--- config.mk ---
export PLATFORM = sky130hd
export DESIGN_NAME = fifo_read_ctrl
export DESIGN_NICKNAME = d
export VERILOG_FILES = /design/src/rtl/fifo_read_ctrl.sv
export SDC_FILE = /design/constraint.sdc
export NUM_CORES = 1
export LEC_CHECK = 0
export CORE_ASPECT_RATIO = 2
export CORE_MARGIN = 5
export CORE_UTILIZATION = 45
export CTS_BUF_LIST = sky130_fd_sc_hd__clkbuf_8
export CTS_CLUSTER_SIZE = 8
export DETAILED_ROUTE_END_ITERATION = 10
export PLACE_DENSITY = 0.84
export SYNTH_ARGS = -nofsm -noshare
export SYNTH_HDL_FRONTEND = slang
export SYNTH_SLANG_ARGS = --single-unit
--- constraint.sdc ---
create_clock -name clk -period 3.7 [get_ports clk]
set_clock_uncertainty 0.15 [all_clocks]
set_input_delay 0.925 -clock clk [delete_from_list [all_inputs] [get_ports clk]]
set_output_delay 0.925 -clock clk [all_outputs]
set_load 0.01 [all_outputs]
--- src/rtl/fifo_read_ctrl.sv ---
// Read-side controller for a synchronous FIFO. A two-entry skid buffer hides the
// FIFO's one-cycle read latency behind a valid/ready stream, with flush and counters.
module fifo_read_ctrl #(
    parameter int FIFO_WIDTH = 16,
    parameter int CNT_WIDTH  = 16
) (
    input  logic                  clk,
    input  logic                  rst,
    input  logic                  enable,
    input  logic                  flush,
    output logic                  fifo_rd_en,
    input  logic [FIFO_WIDTH-1:0] fifo_data_out,
    input  logic                  fifo_empty,
    input  logic                  fifo_underflow,
    output logic                  m_valid,
    output logic [FIFO_WIDTH-1:0] m_data,
    input  logic                  m_ready,
    output logic                  flush_done,
    output logic                  busy,
    output logic [CNT_WIDTH-1:0]  rd_count,
    output logic [7:0]            underflow_count
);

    typedef enum logic [1:0] {IDLE, STREAM, FLUSH} state_e;

    state_e                state_q, state_d;
    logic [1:0]            occ_q, occ_d;
    logic                  pend_q, pend_d;
    logic [FIFO_WIDTH-1:0] head_q, head_d;
    logic [FIFO_WIDTH-1:0] tail_q, tail_d;
    logic                  flush_done_q, flush_done_d;
    logic [CNT_WIDTH-1:0]  rd_count_q, rd_count_d;
    logic [7:0]            uf_count_q, uf_count_d;

    logic       pop;
    logic       capture;
    logic       flush_start;
    logic       flush_exit;
    logic [2:0] in_flight;

    assign flush_start = flush && (state_q != FLUSH);
    assign flush_exit  = (state_q == FLUSH) && fifo_empty && !pend_q;

    // State register.
    always_ff @(posedge clk) begin
        if (rst) begin
            state_q <= IDLE;
        end else begin
            state_q <= state_d;
        end
    end

    // Next state; a flush request overrides every other transition.
    always_comb begin
        state_d = state_q;
        case (state_q)
            IDLE:    if (enable)     state_d = STREAM;
            STREAM:  if (!enable)    state_d = IDLE;
            FLUSH:   if (flush_exit) state_d = enable ? STREAM : IDLE;
            default:                 state_d = IDLE;
        endcase
        if (flush_start) state_d = FLUSH;
    end

    // Outputs. A read is only issued in STREAM when the word it returns is
    // guaranteed a buffer slot, counting this cycle's pop as a freed slot.
    always_comb begin
        m_valid    = (occ_q != 2'd0) && (state_q != FLUSH);
        pop        = m_valid && m_ready;
        busy       = (state_q == FLUSH) || pend_q || (occ_q != 2'd0);
        in_flight  = {1'b0, occ_q} + {2'b00, pend_q} - {2'b00, pop};
        fifo_rd_en = 1'b0;
        case (state_q)
            STREAM:  fifo_rd_en = !fifo_empty && (in_flight < 3'd2);
            FLUSH:   fifo_rd_en = !fifo_empty;
            default: fifo_rd_en = 1'b0;
        endcase
        // Never consume a FIFO word whose return the reset is about to drop.
        if (rst) fifo_rd_en = 1'b0;
    end

    // Skid buffer: head is the presented word, tail is the second entry.
    always_comb begin
        capture      = pend_q && !fifo_underflow && (state_q != FLUSH);
        head_d       = head_q;
        tail_d       = tail_q;
        occ_d        = occ_q;
        case ({pop, capture})
            2'b10: begin
                head_d = tail_q;
                occ_d  = occ_q - 2'd1;
            end
            2'b01: begin
                if (occ_q == 2'd0) head_d = fifo_data_out;
                else               tail_d = fifo_data_out;
                occ_d = occ_q + 2'd1;
            end
            2'b11: begin
                if (occ_q == 2'd1) begin
                    head_d = fifo_data_out;
                end else begin
                    head_d = tail_q;
                    tail_d = fifo_data_out;
                end
            end
            default: ;
        endcase
        if (flush_start) occ_d = 2'd0;

        pend_d       = fifo_rd_en;
        flush_done_d = flush_exit;
        rd_count_d   = rd_count_q + CNT_WIDTH'(pop);
        uf_count_d   = uf_count_q;
        if (pend_q && fifo_underflow && (uf_count_q != 8'hFF)) uf_count_d = uf_count_q + 8'd1;
    end

    always_ff @(posedge clk) begin
        if (rst) begin
            occ_q        <= 2'd0;
            pend_q       <= 1'b0;
            // NOTE: the data entries are reset too, because m_data must read 0 after reset.
            head_q       <= '0;
            tail_q       <= '0;
            flush_done_q <= 1'b0;
            rd_count_q   <= '0;
            uf_count_q   <= 8'd0;
        end else begin
            occ_q        <= occ_d;
            pend_q       <= pend_d;
            head_q       <= head_d;
            tail_q       <= tail_d;
            flush_done_q <= flush_done_d;
            rd_count_q   <= rd_count_d;
            uf_count_q   <= uf_count_d;
        end
    end

    assign m_data          = head_q;
    assign flush_done      = flush_done_q;
    assign rd_count        = rd_count_q;
    assign underflow_count = uf_count_q;

endmodule
==> impl_metrics.ini, run 1 <==
[status]
status = finished clean

[worst_setup_path]
worst-endpoint-arrival_ps = 2530
end_kind = primary output
required_ps = 2620
cp_cell_sequence = inv_2 > ha_4 > nor2_4 > nand2_2 > inv_2 > ha_4 > nand2b_4 > fa_2 > xnor2_2 > a31oi_4 > nor4b_2 > buf_2
timing.setup.critical_path_class = reg -> out
path_max_fanout = 2
max_stage_delay_ps = 350
start_kind = register
worst_path_max_delay_cell = fa_2

[floorplan]
core_mm2 = 0.005956
num_rows = 40
die_y_um = 120.0
dieArea_mm2 = 0.007797
pin_count = 67
start_util = 0.4569
die_w_um = 64.99

[logic_synthesis]
yosys.area.top_type_share = 0.4561
avgSynthCellArea_um2 = 9.071
synth_edf_count = 0
yosysWarningCount = 0
ys_async_sr_fraction = 0
ys_seq_elements = 62
synth-main-ff-cell = dfxtp_1
synthAdderAreaFrac = 0.06253
netlist_area_mm2 = 0.002721
synthMuxAreaShare = 0.06621
synth_cell_types = 37
synthXorXnorAreaFrac = 0.05471
synthCells = 300
synth_top_family_by_area = simple AND/OR/NAND/NOR gates
syn-num-nets = 336
synth-simple-area-share = 0.1857
ys_seq_area_frac = 0.4561
yosysTopAreaCell = dfxtp_1
synthTopCellsByArea = dfxtp_1, mux2i_1, nor2_1
synth_compound_area_frac = 0.1329

[routing]
wl_per_cell_um = 15.40
vias_per_cell = 5.423
drt_wl_total_um = 6992
firstDrtPassIters = 5
num_vias = 2462
ant_nets = 0
drc = 0
drtIter0Drc = 150

[sta]
relSlewSlack = 0.6683
tightest_slew_ps = 496.4
rsz0062_at_grt = true
finalSetupViolCount = 0
fin_crit_sh = 0.9733
fin_ws_ps = 98.77
drv_slew = 0
clock.fmax_mhz = 277.7
hold_slack_ps = 302.4
fin_crit_ps = 3601
hold_violations = 0
fin_tns_setup_ps = 0

[placement]
gp_congestion = 0.7715
pre_cts_slack_ps = -782.1
dp_cells = 432
dpl.hpwl_um = 4916
dpl_cell_area_mm2 = 0.003503
io_buffers = 66

[final_layout]
post-route-util = 0.6454
area_growth_pct = 41.24
mostFrequentLayoutCells = clkdlybuf4s50_1, dfxtp_1, nor2_1
final_common_cell = clkdlybuf4s50_1
drive_above_1_share = 0.1432
nets = 422
finalNonFillerCells = 454
antenna_cells = 0
fin_area_mm2 = 0.003844

[clock_network]
cts_tree = built
insertion_delay_ps = 340
clockBufferDepth = 2
numCtsBuffers = 9
clock-root-buffer = clkbuf_8
clkTransAtPathRegs_ps = 70
htree_levels = 3
cts.sinks = 62

[power]
irDropWorstVdd_mv = 0.3371
p_leak_nw = 1.492
power-per-cell-area_mw_per_mm2 = 374.3
power_mw = 1.439

[job]
max-cap-violations = 0

[grt]
antenna_found_initial = 0
grt_max_degree = 47
grt_first_pass_wirelength_um = 11760
overflow = 0
grt_pass1_vias = 2498
globalRouteTotalUtil = 0.1959

[hold_path]
hold_path_class = reg -> reg
==> registers in the layout, summed over array words and instances, names as in the netlist <==
register         count
occ_q                2
flush_done           1
rd_count            16
m_data              16
pend_q               1
state_q              2
tail_q              16
underflow_count      8
==> layout make-up <==
cell class                      count  area, um^2
Fill cell                         495        2112
Multi-Input combinational cell    213        1453
Sequential cell                    62        1245
Timing Repair Buffer               87       803.3
Clock buffer                       10       137.6
Tap cell                           63       78.83
Clock inverter                      6       77.57
Inverter                           13       48.80
==> cell usage after synthesis, types with 2 or more instances <==
master,count
a211oi_1,4
a21oi_1,7
a22oi_1,16
a31oi_1,2
buf_1,2
buf_6,2
clkbuf_1,6
dfxtp_1,62
ha_1,12
inv_1,13
mux2i_1,18
nand2_1,24
nand2b_1,3
nand3_1,9
nand4_1,5
nor2_1,42
nor2b_1,5
nor3_1,7
nor4_1,3
nor4b_1,3
o211ai_1,2
o21ai_0,20
or3_1,4
xnor2_1,14
xor2_1,3
==> logic make-up after synthesis <==
logic type      Yosys count
simple gates            108
flops                    62
compound gates           57
buf+inv                  25
mux                      18
xor+xnor                 17
fa+ha+maj                13
==> power breakdown <==
| group | switching, mW | internal, mW | total (mW) | leakage (nW) |
|---|---|---|---|---|
| Sequential | 0.00356 | 0.673 | 0.677 | 0.501 |
| Combinational | 0.0550 | 0.0587 | 0.114 | 0.872 |
| Clock | 0.258 | 0.390 | 0.648 | 0.119 |
| Total | 0.317 | 1.12 | 1.44 | 1.49 |
==> timing repair <==
action | in CTS | in global routing
pin swaps | 6 | 7
gates cloned | 0 | 0
hold buffers | 0 | 0
buffers inserted | 4 | 2
resized for setup | 26 | 4
endpoints found under the setup margin | 1 | 1
==> path summary, 6_finish.rpt <==
kind,start,to,slack (ps),depth (start not counted)
worst max-delay path,occ_q[1],fifo_rd_en,100,12
worst min-delay path,m_data[6],m_data[6],300,2
worst max register to register,occ_q[1],rd_count[14],1200,12
worst min register to register,m_data[6],m_data[6],300,2
==> routing by layer <==
layer	share of wire	vias to the layer above	wire, um	global-route usage
met1	0.37	1159	2557	0.1979
met2	0.55	72	3818	0.3425
met3	0.057	17	399	0.07116
li1	-	1214	-	-
met5	0	-	0	0
met4	0.031	0	217	0.1007
==> worst max-delay path: cells and delay by family (launching register included) <==
kind | cells | cell delay, ps
flops | 1 | 330
simple gates | 4 | 550
buf+inv | 3 | 290
compound gates | 1 | 120
xor+xnor | 1 | 190
fa+ha+maj | 3 | 700
No activity file was read; power rests on OpenSTA's default activity.
==> inputs of run 2 (changes only) <==
--- a/config.mk
+++ b/config.mk
@@ -12,6 +12,7 @@
 export CTS_CLUSTER_SIZE = 8
 export DETAILED_ROUTE_END_ITERATION = 10
 export PLACE_DENSITY = 0.84
+export SKIP_CTS_REPAIR_TIMING = 1
 export SYNTH_ARGS = -nofsm -noshare
 export SYNTH_HDL_FRONTEND = slang
 export SYNTH_SLANG_ARGS = --single-unit
==> impl_metrics.ini, run 2 (same netlist as run 1, synthesis figures left out) <==
[status]
status = complete, but fails checks
violations = setup timing

[worst_setup_path]
critPathCapture = fifo_rd_en
worst_path_max_delay_cell = fa_2
ff2ff_setup_slack_ps = 1160
crit_family = adder cells
required_ps = 2620
end_kind = primary output
path_max_fanout = 3
timing.rr.end = rd_count[14]
timing.setup.critical_path_class = reg -> out
start_kind = register
path_depth = 12
cp_cell_sequence = inv_2 > ha_4 > nor2_4 > nand2_2 > inv_2 > ha_4 > nand2b_4 > fa_2 > xnor2_2 > a31oi_4 > nor4b_2 > buf_2
cp-startpoint = state_q[0]
reg2reg_depth = 12
reg2reg_from = state_q[0]
cp.buffers_inverters = 3
worst-endpoint-arrival_ps = 2690
max_stage_delay_ps = 400

[grt]
overflow = 0
globalRouteTotalUtil = 0.1891
grt_pass1_vias = 2437
grt_first_pass_wirelength_um = 11370
grt_max_degree = 47
antenna_found_initial = 0

[placement]
dpl.hpwl_um = 4916
gp_congestion = 0.7715
io_buffers = 66
pre_cts_slack_ps = -782.1

[power]
p_leak_nw = 1.481
p_sw_frac = 0.2193
power-per-cell-area_mw_per_mm2 = 375.8
internal_power_mw = 1.118
power_mw = 1.432
pwr-share-clk = 0.452
p_comb_frac = 0.075
pwr-share-seq = 0.473
irDropWorstVdd_mv = 0.3251
p_switching_mw = 0.3140

[hold_path]
hp-start = m_data[6]
hold_path_class = reg -> reg

[routing]
firstDrtPassIters = 4
num_vias = 2434
vias_per_cell = 5.409
drt_wl_total_um = 6879
ant_nets = 0
drtIter0Drc = 136
drc = 0
wl_per_cell_um = 15.29

[clock_network]
clkTransAtPathRegs_ps = 70
clock-root-buffer = clkbuf_8
cts_tree = built
cts.sinks = 62
clockBufferDepth = 2
htree_levels = 3
insertion_delay_ps = 340
numCtsBuffers = 9

[floorplan]
num_rows = 40
dieArea_mm2 = 0.007797
pin_count = 67
core_mm2 = 0.005956
die_w_um = 64.99
start_util = 0.4569
die_y_um = 120.0

[final_layout]
antenna_cells = 0
nets = 418
drive_above_1_share = 0.1240
mostFrequentLayoutCells = clkdlybuf4s50_1, dfxtp_1, nor2_1
final_common_cell = clkdlybuf4s50_1
fillers = 501
area_growth_pct = 40.00
post-route-util = 0.6397

[sta]
fin_crit_ps = 3762
rsz0062_at_grt = true
fin_ws_ps = -61.51
drv_slew = 0
fin_crit_sh = 1.017
hold_violations = 0
relSlewSlack = 0.6677
tightest_slew_ps = 497.2
clock.fmax_mhz = 265.9
hold_slack_ps = 302.5
finalSetupViolCount = 1

[job]
max-cap-violations = 0
==> run 2: cell types whose count changed in the layout (fill, tap and decap cells not counted), sizes merged <==
cell and change:
dlymetal6s2s +1, buf -5
==> run 2: power by group through the flow <==
stage	Clock [mW]	Combinational, mW	Sequential, mW
after global routing	0.693	0.117	0.677
after CTS	0.661	0.0974	0.676
after global placement	0	0.0942	0.690
after floorplan	0	0.0442	0.691
after detailed placement	0	0.0967	0.691
final	0.647	0.108	0.677
==> run 2: how the worst min path moves through the flow <==
stage                 endpoint  slack [ps]  cells past startpoint
finish               m_data[6]         300                      2
global route         m_data[5]         350                      2
CTS                  m_data[6]         310                      2
detailed placement   m_data[6]         290                      2
global placement    m_data[15]         280                      2
floorplan            tail_q[0]         310                      2
==> run 2: layer usage <==
layer	up-vias	global-route usage	part of all wire	routed length [um]
li1	1204	-	-	-
met1	1146	0.1891	0.37	2559
met2	67	0.3303	0.55	3755
met3	17	0.06835	0.050	344
met4	0	0.1020	0.032	220
met5	-	0	0	0
==> run 2: final cells by class <==
class                      instances  area (um^2)  share of cell area
multi-input combinational        213         1443              0.3787
sequential                        62         1244              0.3264
timing repair buffer              83        780.7              0.2049
clock buffer                      10        137.6             0.03612
tap                               63        78.83             0.02069
clock inverter                     6        77.57             0.02036
inverter                          13        48.80             0.01281
==> run 2: through the flow <==
stage	TNS [ps]	area, um^2	std cells
final	-61.51	3810	450
after global routing	-213.6	3810	450
after CTS	-787.8	3719	448
after detailed placement	-782.1	3503	432
after global placement	-722.9	3503	432
after floorplan	0	2721	300
==> run 2: worst reg2reg max path, delay by kind of cell, from the launching register on <==
kind                       cells  cell delay, ps
adders and majority gates      3             530
DFF                            1             350
buffers and inverters          3             280
xor gates and xnor gates       1             160
and+or+nand+nor                5             940
==> inputs of run 3 (changes only) <==
--- a/config.mk
+++ b/config.mk
@@ -6,7 +6,6 @@
 export NUM_CORES = 1
 export LEC_CHECK = 0
 export CORE_ASPECT_RATIO = 2
-export CORE_MARGIN = 5
 export CORE_UTILIZATION = 45
 export CTS_BUF_LIST = sky130_fd_sc_hd__clkbuf_8
 export CTS_CLUSTER_SIZE = 8
==> impl_metrics.ini, run 3 (same netlist as run 1, synthesis figures left out) <==
[floorplan]
core_mm2 = 0.005758
num_rows = 39
start_util = 0.4726
die_y_um = 112.0
die_w_um = 56.99
pin_count = 67
dieArea_mm2 = 0.006381

[grt]
overflow = 0
top_usage_layer = met2
globalRouteTotalUtil = 0.2074
antenna_found_initial = 0
grt_first_pass_wirelength_um = 10130
use_met1 = 0.1994
use_met2 = 0.3694
grt_max_degree = 47
grt_use_met3 = 0.06039
grt_pass1_vias = 2287

[clock_network]
cts_tree = built
insertion_delay_ps = 340
clockBufferDepth = 2
clock-root-buffer = clkbuf_8
htree_levels = 3
clkTransAtPathRegs_ps = 60
numCtsBuffers = 9
cts.sinks = 62

[placement]
io_buffers = 66
dpl.hpwl_um = 4499
dpl_cell_area_mm2 = 0.003508
pre_cts_slack_ps = -794.9
gp_congestion = 0.7671
dp_cells = 431

[power]
power_mw = 1.420
p_leak_nw = 1.485
irDropWorstVdd_mv = 0.3425
power-per-cell-area_mw_per_mm2 = 371.0

[worst_setup_path]
cp-startpoint = state_q[0]
timing.setup.critical_path_class = reg -> out
required_ps = 2620
end_kind = primary output
path_max_fanout = 2
worst-endpoint-arrival_ps = 2600
critPathCapture = fifo_rd_en
crit_family = adder cells
cp_cell_sequence = inv_2 > ha_4 > nor2_4 > nand2_2 > inv_2 > ha_4 > nand2b_4 > fa_2 > xnor2_2 > a31oi_2 > nor4b_2 > buf_2
cp.buffers_inverters = 3
max_stage_delay_ps = 400
reg2reg_depth = 13
timing.rr.end = rd_count[14]
start_kind = register
reg2reg_from = state_q[0]
worst_path_max_delay_cell = fa_2
ff2ff_setup_slack_ps = 1140
path_depth = 12

[sta]
tightest_slew_ps = 492.9
fin_ws_ps = 27.52
fin_tns_setup_ps = 0
rsz0062_at_grt = true
fin_crit_ps = 3672
drv_slew = 0
clock.fmax_mhz = 272.3
hold_violations = 0
fin_crit_sh = 0.9926
finalSetupViolCount = 0
relSlewSlack = 0.6706
hold_slack_ps = 300.5

[routing]
drt_wl_total_um = 6477
drc = 12
ant_nets = 0
firstDrtPassIters = 7
num_vias = 2485
wl_per_cell_um = 14.36
drtIter0Drc = 107
vias_per_cell = 5.510

[final_layout]
finalNonFillerCells = 451
post-route-util = 0.6649
drive_above_1_share = 0.1436
fin_area_mm2 = 0.003829
mostFrequentLayoutCells = clkdlybuf4s50_1, dfxtp_1, nor2_1
nets = 421
final_common_cell = clkdlybuf4s50_1
area_growth_pct = 40.69
antenna_cells = 0

[hold_path]
hold_path_class = reg -> reg

[status]
status = complete, but fails checks
violations = DRC

[job]
max-cap-violations = 0
run 3: cell types whose count changed in the layout (fill, tap and decap cells not counted), sizes merged:
cell | before | now
buf | 18 | 22
clkbuf | 11 | 14
inv | 15 | 13
bufinv | 2 | 1
dlymetal6s2s | 1 | 0
run 3: worst min-delay path by stage:
stage               cells after the start  slack [ps]        from          to
floorplan                               2         310   tail_q[0]   tail_q[0]
detailed placement                      2         290   m_data[9]   m_data[9]
global route                            2         330  m_data[12]  m_data[12]
CTS                                     2         310   m_data[9]   m_data[9]
global placement                        2         280   m_data[6]   m_data[6]
finish                                  2         300   m_data[9]   m_data[9]
run 3: power breakdown:
part	internal, mW	leakage, nW	switching (mW)	total [mW]
combinational	0.0562	0.868	0.0504	0.107
sequential	0.673	0.501	0.00334	0.676
clock	0.382	0.115	0.255	0.637
total	1.11	1.48	0.309	1.42
run 3: final cells by class:
| cell class | instances | area [um^2] |
|---|---|---|
| clock buffers | 13 | 178.9 |
| clock inverters | 3 | 40.04 |
| fillers | 460 | 1929 |
| inverters | 13 | 48.80 |
| multi-input cells | 213 | 1444 |
| flip-flops and latches | 62 | 1245 |
| well taps | 61 | 76.32 |
| repair buffers | 86 | 795.8 |
run 3: routing by layer:
layer	wire, um	share of wire
met5	0	0
met2	3480	0.54
met3	269	0.042
met4	206	0.032
met1	2520	0.39
run 3: worst min-delay path: stages, from the launching register on:
cell,delay [ps]
dfxtp_1,320
nand2_1,40
o21ai_0,50
